<file path="src/rtl/expande_chave.sv">
// Iterative AES-128 key expansion: emits round keys 0..10 over a valid/ready port,
// computing each SubWord with one shared S-box over four cycles.
module expande_chave (
  input  logic         clk,
  input  logic         rst_n,
  input  logic         inicio,
  input  logic [127:0] chave,
  output logic         ocupado,
  output logic         rk_valido,
  input  logic         rk_pronto,
  output logic [3:0]   rk_rodada,
  output logic [127:0] rk
);

  typedef enum logic [1:0] {OCIOSO, EMITE, CALCULA} estado_t;

  function automatic logic [7:0] xtime(input logic [7:0] a);
    return {a[6:0], 1'b0} ^ (a[7] ? 8'h1b : 8'h00);
  endfunction

  function automatic logic [7:0] gmul(input logic [7:0] a, input logic [7:0] b);
    logic [7:0] p, aa;
    p  = 8'h00;
    aa = a;
    for (int i = 0; i < 8; i++) begin
      if (b[i]) p = p ^ aa;
      aa = xtime(aa);
    end
    return p;
  endfunction

  // S-box as x^254 (multiplicative inverse, 0 -> 0) followed by the affine map
  function automatic logic [7:0] sbox(input logic [7:0] x);
    logic [7:0] x2, x3, x6, x7, x14, x15, x30, x31, x62, x63, x126, x127, inv;
    x2   = gmul(x, x);
    x3   = gmul(x2, x);
    x6   = gmul(x3, x3);
    x7   = gmul(x6, x);
    x14  = gmul(x7, x7);
    x15  = gmul(x14, x);
    x30  = gmul(x15, x15);
    x31  = gmul(x30, x);
    x62  = gmul(x31, x31);
    x63  = gmul(x62, x);
    x126 = gmul(x63, x63);
    x127 = gmul(x126, x);
    inv  = gmul(x127, x127);
    return inv ^ {inv[6:0], inv[7]} ^ {inv[5:0], inv[7:6]} ^
           {inv[4:0], inv[7:5]} ^ {inv[3:0], inv[7:4]} ^ 8'h63;
  endfunction

  estado_t      state_q, state_d;
  logic [127:0] rk_q, rk_d;
  logic [3:0]   rodada_q, rodada_d;
  logic [7:0]   rcon_q, rcon_d;
  logic [1:0]   cnt_q, cnt_d;
  logic [31:0]  temp_q, temp_d;

  logic [7:0]   sb_in, sb_out;
  logic [31:0]  t, w0n, w1n, w2n, w3n;

  // Byte cnt of RotWord(w3): rotation means byte 0 comes from w3[23:16]
  always_comb begin
    sb_in = 8'h00;
    case (cnt_q)
      2'd0: sb_in = rk_q[23:16];
      2'd1: sb_in = rk_q[15:8];
      2'd2: sb_in = rk_q[7:0];
      2'd3: sb_in = rk_q[31:24];
      default: sb_in = 8'h00;
    endcase
  end

  assign sb_out = sbox(sb_in);

  always_comb begin
    state_d  = state_q;
    rk_d     = rk_q;
    rodada_d = rodada_q;
    rcon_d   = rcon_q;
    cnt_d    = cnt_q;
    temp_d   = temp_q;
    t   = 32'h0;
    w0n = 32'h0;
    w1n = 32'h0;
    w2n = 32'h0;
    w3n = 32'h0;
    case (state_q)
      OCIOSO: begin
        if (inicio) begin
          rk_d     = chave;
          rodada_d = 4'd0;
          rcon_d   = 8'h01;
          state_d  = EMITE;
        end
      end
      EMITE: begin
        if (rk_pronto) begin
          if (rodada_q == 4'd10) begin
            state_d = OCIOSO;
          end else begin
            state_d = CALCULA;
            cnt_d   = 2'd0;
          end
        end
      end
      CALCULA: begin
        case (cnt_q)
          2'd0: temp_d[31:24] = sb_out;
          2'd1: temp_d[23:16] = sb_out;
          2'd2: temp_d[15:8]  = sb_out;
          default: temp_d[7:0] = sb_out;
        endcase
        cnt_d = cnt_q + 2'd1;
        if (cnt_q == 2'd3) begin
          // temp_d already holds the last S-box byte written this cycle
          t   = temp_d ^ {rcon_q, 24'h0};
          w0n = rk_q[127:96] ^ t;
          w1n = rk_q[95:64]  ^ w0n;
          w2n = rk_q[63:32]  ^ w1n;
          w3n = rk_q[31:0]   ^ w2n;
          rk_d     = {w0n, w1n, w2n, w3n};
          rodada_d = rodada_q + 4'd1;
          rcon_d   = xtime(rcon_q);
          state_d  = EMITE;
        end
      end
      default: state_d = OCIOSO;
    endcase
  end

  always_ff @(posedge clk or negedge rst_n) begin
    if (!rst_n) begin
      state_q  <= OCIOSO;
      rk_q     <= 128'h0;
      rodada_q <= 4'd0;
      rcon_q   <= 8'h01;
      cnt_q    <= 2'd0;
      temp_q   <= 32'h0;
    end else begin
      state_q  <= state_d;
      rk_q     <= rk_d;
      rodada_q <= rodada_d;
      rcon_q   <= rcon_d;
      cnt_q    <= cnt_d;
      temp_q   <= temp_d;
    end
  end

  assign rk        = rk_q;
  assign rk_rodada = rodada_q;
  assign ocupado   = (state_q != OCIOSO);
  assign rk_valido = (state_q == EMITE);

endmodule
</file>
<file path="config.mk">
export PLATFORM = sky130hd
export DESIGN_NAME = expande_chave
export DESIGN_NICKNAME = d
export VERILOG_FILES = /design/src/rtl/expande_chave.sv
export SDC_FILE = /design/constraint.sdc
export NUM_CORES = 1
export LEC_CHECK = 0
export BUFFER_PORTS_ARGS = -buffer_cell sky130_fd_sc_hd__buf_4
export CAP_MARGIN = 20
export CORE_MARGIN = 2
export CORE_UTILIZATION = 41
export CTS_CLUSTER_SIZE = 12
export DETAILED_ROUTE_END_ITERATION = 12
export GPL_TIMING_DRIVEN = 0
export PLACE_DENSITY_LB_ADDON = 0.15
export SLEW_MARGIN = 20
export SYNTH_ARGS = -nofsm -noshare
export SYNTH_HDL_FRONTEND = slang
export SYNTH_SLANG_ARGS = --single-unit
</file>
<file path="constraint.sdc">
create_clock -name clk -period 31.9 [get_ports clk]
set_input_delay 7.975 -clock clk [delete_from_list [all_inputs] [get_ports clk]]
set_output_delay 7.975 -clock clk [all_outputs]
set_load 0.01 [all_outputs]
</file>
After elaboration in Yosys (flattened, before gate mapping):

Cells that the tools add are included.

* logic and storage cells: 442
* output and inout port bits: 134
* bits in registers: 176

* muxes and demuxes: 222
* equal/unequal tests: 10
* bitwise logic cells: 193
* reduce and logical (&&, ||, !) cells: 9
* $add $sub $neg: 2

Operators by type and width (number)
* 2-to-1 mux 8 bit: 114
* bitwise XOR 8 bit: 95
* bitwise XOR 8 x 5 -> 8 bit: 92
* 2-to-1 mux 5 bit: 92
* 2-to-1 mux 128 bit: 2
* case mux 128 bit (2 select lines): 1
* bitwise XOR 32 bit: 5
* case mux 8 bit (4 select lines): 1
* case mux 8 bit (2 select lines): 1
* 2-to-1 mux 2 bit: 6
* AND reduction 3 bit: 3
* 2-to-1 mux 4 bit: 2
* case mux 4 bit (2 select lines): 1
* == test 2 bit (second input constant): 3
* != test 2 bit (second input constant): 3
* case mux 2 bit (3 select lines): 1
* nonzero test 2 bit: 3
* adder 4 x 1 -> 4 bit (second input constant): 1
* == test 2 x 1 -> 1 bit (second input constant): 2
* == test 4 bit (second input constant): 1
* zero test 2 bit: 2
* inverter 4 bit: 1
* case mux 2 bit (2 select lines): 1
* OR reduction 3 bit: 1
* 2 further kinds: 2

Longest topological paths before layout:

* depth in word-level cells: 224
* mapped depth: 111
* mapped depth without buffers: 90

Least setup slack after synthesis:

OpenSTA, ideal clock, no wires.

* path kind: flip-flop to flip-flop
* start point: register cnt_q[1]
* end point: register rk_q[0], in the netlist rk[0]
* arrival: 25.068 ns
* library setup time: 0.086 ns
* clock period less this slack: 25.154 ns
* stages on the path, launching flop included: 103
* required time: 31.814 ns
* setup slack: 6.746 ns
* path buffers: 15
* cell sequence: dfrtp_1 > inv_1 > ha_1 > buf_4 > a21oi_1 > a22o_2 > inv_2 > buf_2 > buf_2 > buf_1 > clkbuf_1 > ha_1 > buf_2 > nor2b_1 > a311o_1 > o21a_1 > or4_1 > nand2_1 > (+67 left out) > o311ai_1 > xnor3_1 > xnor2_1 > inv_1 > clkbuf_1 > ha_1 > xnor3_1 > xor2_1 > o21a_1 > a22oi_1 > xnor3_1 > xor2_1 > xnor3_1 > o21ai_1 > xor2_2 > mux2_1 > a22o_1 > nor3_1

* cells in the longest elaborated chain, start to end: 217
* elaborated cells between the ends (all ways): 399

RTL lines
* start, declared: line 56 `logic [1:0] cnt_q, cnt_d;`
* start signal, assigned: line 145 `cnt_q <= cnt_d;`
* == test 2 bit (tied with other cells): line 65, 115
* case mux 8 bit (4 select lines): line 65 `case (cnt_q)`
* 2-to-1 mux 5 bit (tied with other cells): line 18 `return {a[6:0], 1'b0} ^ (a[7] ? 8'h1b : 8'h00);`
* bitwise XOR 8 x 5 -> 8 bit or bitwise XOR 8 bit (tied branches): line 18, 26
* bitwise XOR 8 bit or 2-to-1 mux 8 bit (tied branches): line 26 `if (b[i]) p = p ^ aa;`
* 2-to-1 mux 8 bit or bitwise XOR 8 bit (tied branches): line 26
* bitwise XOR 8 bit or 2-to-1 mux 8 bit (tied branches): line 26
* 2-to-1 mux 8 bit or bitwise XOR 8 bit (tied branches): line 26
* (+201 left out)
* 2-to-1 mux 8 bit: line 88 `case (state_q)`
* bitwise XOR 32 bit: line 117 `t = temp_d ^ {rcon_q, 24'h0};`
* bitwise XOR 32 bit: line 118 `w0n = rk_q[127:96] ^ t;`
* bitwise XOR 32 bit: line 119 `w1n = rk_q[95:64] ^ w0n;`
* bitwise XOR 32 bit: line 120 `w2n = rk_q[63:32] ^ w1n;`
* bitwise XOR 32 bit: line 121 `w3n = rk_q[31:0] ^ w2n;`
* 2-to-1 mux 128 bit: line 115 `if (cnt_q == 2'd3) begin`
* case mux 128 bit (2 select lines): line 88
* end signal, assigned: line 142 `rk_q <= rk_d;`
* end, declared: line 53 `logic [127:0] rk_q, rk_d;`

Parallel ways exist; a longest one is shown, timed or not. The select of a mux whose other input is x is not followed.
A chain may end at the register's enable or synchronous reset.

Worst setup path in the final report:

* start point: register cnt_q[0]
* end point: register rk_q[21], in the netlist rk[21]

* cells in the longest elaborated chain, start to end: 217
* elaborated cells between the ends (all ways): 398

RTL lines (line)
* == test 2 bit (tied with other cells): 65, 115
* case mux 8 bit (4 select lines): 65
* 2-to-1 mux 5 bit (tied with other cells): 18
* bitwise XOR 8 x 5 -> 8 bit or bitwise XOR 8 bit (tied branches): 18, 26
* bitwise XOR 8 bit or 2-to-1 mux 8 bit (tied branches): 26
* 2-to-1 mux 8 bit or bitwise XOR 8 bit (tied branches): 26
* bitwise XOR 8 bit or 2-to-1 mux 8 bit (tied branches): 26
* 2-to-1 mux 8 bit or bitwise XOR 8 bit (tied branches): 26
* (+201 left out)
* 2-to-1 mux 8 bit: 88
* bitwise XOR 32 bit: 117
* bitwise XOR 32 bit: 118
* bitwise XOR 32 bit: 119
* bitwise XOR 32 bit: 120
* bitwise XOR 32 bit: 121
* 2-to-1 mux 128 bit: 115
* case mux 128 bit (2 select lines): 88

Parallel ways exist; a longest one is shown, timed or not. The select of a mux whose other input is x is not followed.

==> results by group <==
Clocking
  – Hold Buf Count CTS: 0
  – Later-pin clock latency in the skew report: 0.47 ns
  – H-tree depth: 4
  – TritonCTS clock tree: built
  – CTS Sinks: 176
  – Setup Buffers After CTS: 0
  – CTS Buf Count: 17
  – Clk slew on worst S/H paths: 0.08 ns
  – CTS Buffer Depth: 2
  – Root Buffer Master: clkbuf_16

Detailed routing
  – Met3 routed WL: 8.12 mm
  – Metal-1 WL: 41.7 mm
  – Total wire length: 105 mm
  – Wire per inst: 25.1 µm
  – Total number of vias: 25600
  – Drt pass-1 iters: 6
  – Avg Vias per Cell: 6.12
  – Initial DRC count: 2622
  – Met2 WL: 50.0 mm
  – Drt drc: 0
  – Post-route antenna net violation count: 0
  – Max layer used: met4

Floorplan
  – Initial Util: 41.4%
  – Die Height: 253 µm
  – Die X-Extent: 253 µm
  – # rows: 91
  – Std-Cell Core Area: 61500 µm²
  – Area of the die: 64100 µm²
  – Top Ports: 266

Synth
  – Seq/Total Area, Yosys: 17.3%
  – Top post-synthesis cells by area: dfrtp_1 (17%), xnor2_1 (13%), xnor3_1 (10%), nor2_1 (5.2%), nand2_1 (5.1%)
  – Most common cell in the netlist: xnor2_1
  – Yosys warnings: 0
  – Top-area cell type share of the netlist area: 17.2%
  – Top post-synthesis cells by count: xnor2_1 (387), nor2_1 (355), nand2_1 (344)
  – Yosys top cell by area: dfrtp_1
  – Seq cells post-synth: 176
  – Post-Synthesis Cells: 3102
  – EDFF count, synth: 0
  – Syn avg cell area: 8.21 µm²
  – Synthesized cell area: 25500 µm²
  – Fraction of registers with async set/reset: 100%
  – Post-synth top flop: dfrtp_1
  – Syn Nets: 3248
  – Synth cell types: 117

STA
  – Fin. Hold Viols: 0
  – Tcrit/Tclk final: 95.4%
  – Final setup vio count: 0
  – Min Hold Slack: 0.480 ns
  – Relative slew slack: 24.7%
  – Worst-margin pin slew: 1.13 ns
  – FMAX: 32.9 MHz
  – Final min period: 30.44 ns
  – Worst Skew: 0.0176 ns
  – Slew Viols, Final: 0

Run status
  – Status: finished, final reports clean

Global routing
  – Largest net degree at the start of global routing: 74
  – Grt ovf: 0
  – Vias in the first global route: 25000
  – Initial antenna violation count: 0
  – First-pass GRT wire length: 157 mm
  – Global Route Usage Sum: 32.2%

Min path
  – Hold Crit Depth: 2
  – HP Start: temp_q[5]
  – Hold EP: temp_q[5]
  – Hold Crit Class: flip-flop to flip-flop

Critical path
  – CP dominant cell by count: xnor3_1
  – CP required: 32.24 ns
  – Max Fanout on Critical Path: 10
  – CP Launch Type: flip-flop
  – Reg2reg end: rk[21]
  – Slowest Stage Delay on Critical Path: 0.77 ns
  – R2r startpoint: cnt_q[0]
  – Critical path class: flip-flop to flip-flop
  – Slowest-stage cell, CP: a221oi_1
  – CP arrival: 30.78 ns
  – Reg2reg setup slack: 1.46 ns
  – Critical Path End Type: flip-flop
  – Cell depth of the worst flop-to-flop path: 102

Placed design
  – Dpl hpwl: 81.6 mm
  – Port bufs: 265
  – Gp weighted congestion: 0.958

Finish
  – # diodes: 0
  – Share of cells above drive strength 1: 16.3%
  – Register area: 4410 µm²
  – Fillers: 6053
  – Multi-input logic area: 19900 µm²
  – Final layout net count: 3534
  – Syn-to-layout area delta: 14.8%

Run
  – MaxCap Viol Count: 0
## metrics by stage
| stage | setup WS [ns] | TNS, ns | cells | utilization, % | area [µm²] |
|---|---|---|---|---|---|
| 4_1_cts | -0.319 | -2.22 | 4190 | 47.3 | 29100 |
| 5_1_grt | -0.0358 | -0.0378 | 4190 | 47.5 | 29200 |
| 3_3_place_gp | 0.0321 | 0 | 4157 | 46.2 | 28400 |
| 3_5_place_dp | -0.225 | -0.783 | 4159 | 46.3 | 28500 |
| 6_report | 1.46 | 0 | 4190 | 47.5 | 29200 |
| 2_1_floorplan | 6.75 | 0 | 3102 | - | 25500 |
## sequential cells by signal, summed over array words and instances (netlist names)
signal	cells
cnt_q	2
rcon_q	8
rk	128
rk_rodada	4
state_q	2
temp_q	32
## timing repair
action                                 in CTS  in global routing
setup endpoints to repair                  15                160
resized for setup                           0                 28
endpoints found under the hold margin       0                  0
## critical path, delay by kind of cell, from the launching register on
kind / cells / cell delay, ns
multiplexers: 3 / 0.96
AO/OA/AOI/OAI: 18 / 4.68
adder cells (fa/ha/maj): 8 / 2.96
flip-flops: 1 / 0.44
AND/OR/NAND/NOR: 17 / 3.29
buffers and inverters: 21 / 4.93
XOR/XNOR: 35 / 12.96
## kinds of logic after synthesis
logic type                 Yosys count  synth area share (%)
DFF                                176                  17.3
xor gates and xnor gates           714                  33.6
adders and majority gates           14                 0.688
buffers and inverters              274                  5.18
and+or+nand+nor                    985                  17.0
AOI/OAI and AO/OA                  819                  21.2
muxes                              120                  4.96
## worst max path at each step
stage	cells past startpoint	startpoint	slack (ns)	to
after global placement	101	cnt_q[0]	0.03	rk[13]
after detailed placement	101	cnt_q[0]	-0.22	rk[6]
final	102	cnt_q[0]	1.46	rk[21]
after CTS	101	cnt_q[0]	-0.32	rk[13]
after global routing	100	cnt_q[0]	-0.04	rk[11]
after floorplan	102	cnt_q[1]	6.75	rk[0]
## cell usage in the layout, fill, tap and decap left out, drive strengths merged, types with 68 or more instances in the layout
| cell type | instances |
|---|---|
| nand2 | 346 |
| xnor3 | 120 |
| a21oi | 216 |
| clkbuf | 118 |
| dfrtp | 175 |
| xor2 | 156 |
| o22ai | 96 |
| nor3 | 68 |
| buf | 395 |
| mux2i | 100 |
| o21ai | 192 |
| nor2 | 360 |
| xnor2 | 420 |
## metal layers
layer  GRT usage [%]  vias up
li1                -    11500
met1            40.2    12500
met2            54.5     1313
met3            5.00      256
met4            14.9        0
met5               0        -
## cell type report
type                       instances  share of cell area (%)
clock inverter                    14                   0.599
sequential                       176                    15.1
multi-input combinational       2652                    67.9
tap                              790                    3.38
inverter                          45                   0.586
buffer                           229                    3.95
timing repair buffer             267                    7.02
clock buffer                      17                    1.46
Power is not shown: default switching activity piles up to over one toggle a cycle in this logic, so the estimate is an artifact.
